$ cat config.mk
export PLATFORM = sky130hd
export DESIGN_NAME = var_clk_meter
export DESIGN_NICKNAME = d
export VERILOG_FILES = /design/src/rtl/var_clk_meter.sv
export SDC_FILE = /design/constraint.sdc
export NUM_CORES = 1
export LEC_CHECK = 0
export CAP_MARGIN = 20
export CORE_UTILIZATION = 39
export CTS_CLUSTER_DIAMETER = 80
export DETAILED_ROUTE_END_ITERATION = 16
export PLACE_DENSITY = 0.55
export SYNTH_ARGS = -nofsm -noshare
export SYNTH_HDL_FRONTEND = slang
export SYNTH_SLANG_ARGS = --single-unit
$ cat constraint.sdc
create_clock -name clock_50MHz -period 3.9 [get_ports clock_50MHz]
set_input_delay 0.585 -clock clock_50MHz [delete_from_list [all_inputs] [get_ports clock_50MHz]]
set_output_delay 0.585 -clock clock_50MHz [all_outputs]
set_load 0.01 [all_outputs]
$ cat src/rtl/var_clk_meter.sv
// Measures the period of a slow divided clock in clock_50MHz cycles and recovers its decade code.
// Optional VAR_CLK_METER_CONFIRM_EN: require two consecutive equal classifications before sel_out moves.
module var_clk_meter #(
    parameter int CNT_W   = 26,
    parameter int TIMEOUT = 67108863
) (
    input  logic             clock_50MHz,
    input  logic             reset,
    input  logic             clk_in,
    output logic [2:0]       sel_out,
    output logic             valid,
    output logic             update,
    output logic             stalled,
    output logic [CNT_W-1:0] period
);

    typedef enum logic [1:0] {WAIT_FIRST, ARMED, CONFIRM} state_t;

    localparam logic [CNT_W-1:0] CNT_MAX = CNT_W'(TIMEOUT);

    state_t           state;
    logic             sync1, sync2, dly;
    logic             rise;
    logic [CNT_W-1:0] cnt;
    logic [2:0]       cls;
`ifdef VAR_CLK_METER_CONFIRM_EN
    logic [2:0]       cand;
`endif

    function automatic logic [2:0] classify(input logic [CNT_W-1:0] p);
        logic [31:0] v;
        v = 32'(p);
        if      (v < 32'd16)       classify = 3'b111;
        else if (v < 32'd160)      classify = 3'b110;
        else if (v < 32'd1600)     classify = 3'b101;
        else if (v < 32'd16000)    classify = 3'b100;
        else if (v < 32'd160000)   classify = 3'b011;
        else if (v < 32'd1600000)  classify = 3'b010;
        else if (v < 32'd16000000) classify = 3'b001;
        else                       classify = 3'b000;
    endfunction

    assign rise = sync2 & ~dly;
    assign cls  = classify(cnt);

    always_ff @(posedge clock_50MHz or posedge reset) begin
        if (reset) begin
            state   <= WAIT_FIRST;
            sync1   <= 1'b0;
            sync2   <= 1'b0;
            dly     <= 1'b0;
            cnt     <= '0;
            sel_out <= 3'b000;
            valid   <= 1'b0;
            update  <= 1'b0;
            stalled <= 1'b0;
            period  <= '0;
`ifdef VAR_CLK_METER_CONFIRM_EN
            cand    <= 3'b000;
`endif
        end else begin
            sync1  <= clk_in;
            sync2  <= sync1;
            dly    <= sync2;
            update <= 1'b0;

            // saturate rather than wrap so a stopped clock never aliases to a short period
            if (rise)
                cnt <= CNT_W'(1);
            else if (cnt != CNT_MAX)
                cnt <= cnt + 1'b1;

            if (rise) begin
                stalled <= 1'b0;
                case (state)
                    WAIT_FIRST: state <= ARMED;
                    ARMED: begin
                        period <= cnt;
`ifdef VAR_CLK_METER_CONFIRM_EN
                        cand  <= cls;
                        state <= CONFIRM;
`else
                        sel_out <= cls;
                        valid   <= 1'b1;
                        update  <= !valid || (sel_out != cls);
`endif
                    end
`ifdef VAR_CLK_METER_CONFIRM_EN
                    CONFIRM: begin
                        period <= cnt;
                        if (cls == cand) begin
                            sel_out <= cls;
                            valid   <= 1'b1;
                            update  <= !valid || (sel_out != cls);
                        end else begin
                            cand <= cls;
                        end
                    end
`endif
                    default: state <= WAIT_FIRST;
                endcase
            end else if (state != WAIT_FIRST && cnt == CNT_MAX) begin
                stalled <= 1'b1;
                valid   <= 1'b0;
                update  <= valid;
                state   <= WAIT_FIRST;
            end
        end
    end

endmodule

# Word level (Yosys, flattened, before mapping)
# Cells that the tools add are included.
[word_totals]
regBits = 63
output_inout_bits = 32
wordCells = 56
[op_classes]
addsub = 1
n_lt_le_gt_ge = 7
n_eq_ne = 6
mux = 20
n_bitwise = 2
reduce_logical = 10
[ops]
columns = ["operator", "n"]
rows = [
  ["2-to-1 mux 26 bit", 2],
  ["adder 26 x 1 -> 26 bit, second input constant", 1],
  ["equality test 26 bit, second input constant", 1],
  ["less-than comparator 26 x 11 -> 1 bit, second input constant", 1],
  ["less-than comparator 26 x 14 -> 1 bit, second input constant", 1],
  ["less-than comparator 26 x 18 -> 1 bit, second input constant", 1],
  ["less-than comparator 26 x 21 -> 1 bit, second input constant", 1],
  ["less-than comparator 26 x 24 -> 1 bit, second input constant", 1],
  ["less-than comparator 26 x 5 -> 1 bit, second input constant", 1],
  ["less-than comparator 26 x 8 -> 1 bit, second input constant", 1],
  ["!= test 26 bit, second input constant", 1],
  ["2-to-1 mux 3 bit", 4],
  ["2-to-1 mux 1 bit", 9],
  ["2-to-1 mux 2 bit", 4],
  ["AND reduction 2 bit", 3],
  ["nonzero test 2 bit", 3],
  ["case mux 2 bit (2 select lines)", 1],
  ["!= test 3 bit", 1],
  ["equality test 2 x 1 -> 1 bit, second input constant", 1],
  ["zero test 2 bit", 1],
  ["!= test 2 x 1 -> 1 bit, second input constant", 1],
  ["!= test 2 bit, second input constant", 1],
  ["bitwise AND 1 bit", 1],
  ["logical AND 1 bit", 1],
  ["3 further kinds", 3],
]

# Depth between registers and ports, before layout
[depth]
ltp_word = 12
mapped_depth = 9
mapped_depth_nobuf = 8

# Worst setup path before layout
# OpenSTA, ideal clock, no wires.
[synth_timing]
path_kind = "register -> register"
from = "reg cnt[0]"
to = "reg cnt[10]"
setup_time_ns = 0.132
arrival_time_ns = 2.016
required_ns = 3.768
setup_slack_ns = 1.752
stages_incl_launch_ff = 10
path_buffers = 1
synth_period_minus_slack_ns = 2.148
path_cell_list = "dfrtp_1 > ha_1 > inv_1 > or4_4 > nand2b_4 > buf_6 > and3_4 > and3_1 > xnor2_1 > nor2_1"
[synth_between]
elab_chain_cells = 3
word_cells_on_any_way = 5
cone_classes = "add/sub: 1; eq/ne: 1; mux: 2; reduce/logical: 1"
[synth_rtl]
columns = ["element", "line", "rtl"]
rows = [
  ["start: declaration", "24", "logic [CNT_W-1:0] cnt;"],
  ["start signal: assignment", "71", "cnt <= cnt + 1'b1;"],
  ["adder 26 x 1 -> 26 bit", "71", ""],
  ["2-to-1 mux 26 bit", "70", "else if (cnt != CNT_MAX)"],
  ["2-to-1 mux 26 bit", "68", "if (rise)"],
]
# Several ways; a longest one is shown, not always the timed one. The select of a mux whose other input is x is not followed.
# A chain may end at the register's enable or synchronous reset.

# Worst setup path in the final report
[layout_timing]
from = "reg cnt[13]"
to = "reg cnt[15]"
# The elaborated chain is that of the path after synthesis.

==> flow_metrics.py <==
metrics = {
    "logic_synthesis": {
        "ys.flop_type": "dfrtp_1",
        "yosysSeqAreaShare_pct": 52.7,
        "synth.net_count": 281,
        "synth.avg_cell_area_sq_um": 10.6,
        "postSynth.asyncResetShare_pct": 100,
        "synth_edf_count": 0,
        "syn_area_sq_um": 2940,
        "ys_types": 44,
        "synth-seq-cells": 62,
        "yosysWarnings": 0,
        "synthCells": 277,
    },
    "placement": {
        "dpl.hpwl_mm": 3.91,
        "io_buffers": 34,
        "gp_congestion": 0.884,
    },
    "cts": {
        "cts_sinks": 62,
        "cts_setup_buffers": 0,
        "ctsHoldBuffers": 0,
        "htreeDepth": 3,
        "path_clk_slew_ns": 0.06,
        "cts_buffers": 9,
        "root_buffer": "clkbuf_8",
        "tritoncts": "yes",
        "cts_resized": 0,
        "insertion_delay_ns": 0.34,
        "clockBufferDepth": 2,
    },
    "grt": {
        "grt_pass1_wl_mm": 10.0,
        "track_usage_pct": 17.3,
        "grt_max_degree": 35,
        "gr-total-overflow": 0,
        "grt_pass1_vias": 1991,
        "antenna_found_initial": 0,
    },
    "worst_hold_path": {
        "min_path_type": "reg2reg",
    },
    "sta": {
        "finalClockSkew_ns": 0.00414,
        "fin_crit_sh_pct": 59.7,
        "finalSetupTns_ns": 0,
        "tightest_slew_ns": 0.703,
        "min_period_ns": 2.33,
        "worst_slew_margin_rel_pct": 53.1,
        "rsz0062_at_grt": "false",
        "fmax_mhz": 429,
        "slew_violations": 0,
        "finalHoldViolCount": 0,
        "setup_violations": 0,
    },
    "critical_path": {
        "end_kind": "register",
        "arrival_ns": 2.54,
        "worst_ep_required_time_ns": 4.12,
        "cp_max_fo": 9,
        "path_class": "reg2reg",
        "cp-start-kind": "register",
    },
    "finish": {
        "antenna_cells": 0,
        "mostFrequentLayoutCell": "dfrtp_1",
        "mostFrequentLayoutCells": "dfrtp_1, nor2_1, clkdlybuf4s50_1, mux2_2, nand2_1",
        "drive_above_1_share_pct": 18.6,
        "final_core_util_pct": 48.2,
        "layout.nets": 313,
        "areaGrowthSynthToFinish_pct": 19.3,
        "fillers": 738,
    },
    "drt": {
        "drcViolationCount": 0,
        "drt_iter0_drc": 122,
        "dr.pass1.iters": 4,
        "drt-total-wl_mm": 5.93,
        "wl_per_cell_microns": 14.5,
        "vias_per_cell": 5.24,
        "ant_nets": 0,
        "num_vias": 2150,
    },
    "status": {
        "outcome": "finished, final reports clean",
    },
    "floorplanning": {
        "die_w_microns": 88.9,
        "die_h_microns": 88.9,
        "start_util_pct": 40.4,
        "dieArea_sq_um": 7900,
        "core_area_sq_um": 7290,
        "ios": 35,
        "rows": 31,
    },
    "power": {
        "leakagePower_uw": 0.00152,
        "powerDensity_nw_per_um2": 391,
        "ir_worst_vdd_mv": 0.276,
    },
    "job": {
        "cap_violations": 0,
    },
}
==> registers in the layout, indices dropped and copies added (netlist names) <==
name     flops
cnt         26
period      26
sel_out      3
dly          1
stalled      1
state        1
sync1        1
sync2        1
update       1
valid        1
==> metrics by stage <==
| stage | setup WS, ns | std cells | area (sq um) | hold slack, ns | total power (uW) |
|---|---|---|---|---|---|
| CTS | 1.57 | 410 | 3510 | 0.364 | 1400 |
| global route | 1.41 | 410 | 3510 | 0.372 | 1440 |
| finish | 1.57 | 410 | 3510 | 0.361 | 1370 |
| detailed placement | 1.58 | 397 | 3350 | 0.336 | 907 |
| global placement | 1.60 | 397 | 3350 | 0.336 | 908 |
| floorplan | 1.75 | 277 | 2940 | 0.331 | 827 |
==> cell type report <==
| class | count | area [sq um] | share of cell area (%) |
|---|---|---|---|
| multi-input combinational | 195 | 1300 | 37.0 |
| inverter | 4 | 15.0 | 0.427 |
| tap | 99 | 124 | 3.53 |
| clock inverter | 2 | 10.0 | 0.285 |
| timing repair buffer | 37 | 363 | 10.3 |
| sequential | 62 | 1550 | 44.2 |
| clock buffer | 11 | 151 | 4.31 |
==> metal layers <==
metal | vias up | GRT usage, % | wire [microns]
li1 | 1025 | - | -
met1 | 1069 | 23.4 | 2960
met2 | 43 | 25.7 | 2640
met3 | 13 | 3.64 | 208
met4 | 0 | 10.1 | 119
met5 | - | 0 | 0
==> cells in the mapped netlist (2+ instances only) <==
master    count  area [sq um]
nor2_1       34           128
and3_4        2          22.5
o21ai_0      15          75.1
o31ai_1       2          15.0
buf_2         3          15.0
xor2_1        7          61.3
inv_1         4          15.0
nand4_1       6          37.5
nand3_2       2          20.0
mux2_2       26           293
xnor2_1      15           131
nor4_1        4          25.0
or4_4         2          22.5
buf_4         2          15.0
clkbuf_1      9          33.8
nand2_1      22          82.6
nand3_1      10          50.1
nor3_1        8          40.0
a21oi_1      10          50.1
and3_1        4          25.0
or3_1         5          31.3
dfrtp_1      62          1550
nor2b_1       2          12.5
==> cells by family after synthesis <==
family | count (synthesis) | synth area share (%)
AO/OA/AOI/OAI | 36 | 7.52
XOR/XNOR | 22 | 6.55
adder cells (fa/ha/maj) | 1 | 0.425
buffers and inverters | 20 | 3.19
flip-flops | 62 | 52.7
multiplexers | 26 | 9.94
AND/OR/NAND/NOR | 110 | 19.7
==> power breakdown <==
part           internal (uW)  total (uW)  leakage (uW)  switching [uW]
sequential               686         729      0.000825            43.3
combinational           87.6         162      0.000613            74.8
clock                    252         481     0.0000869             229
==> worst max-delay path: stages, from the launching register on <==
cell	delay, ns
dfrtp_1	0.53
nand3_2	0.20
or3b_4	0.46
or4_4	0.56
o21ai_2	0.20
nor3_1	0.08
xnor2_1	0.13
nor2_1	0.05
==> path summary, 6_finish.rpt <==
path	from	end	slack, ns	depth (start not counted)
max in group asynchronous	reset	period[14]	2.37	3
min in group asynchronous	reset	period[2]	0.67	2
max	cnt[13]	cnt[15]	1.57	7
min	sync1	sync2	0.36	0
max reg2reg	cnt[13]	cnt[15]	1.57	7
min reg2reg	sync1	sync2	0.36	0
Note: power is estimated with default switching activity, not from simulation.
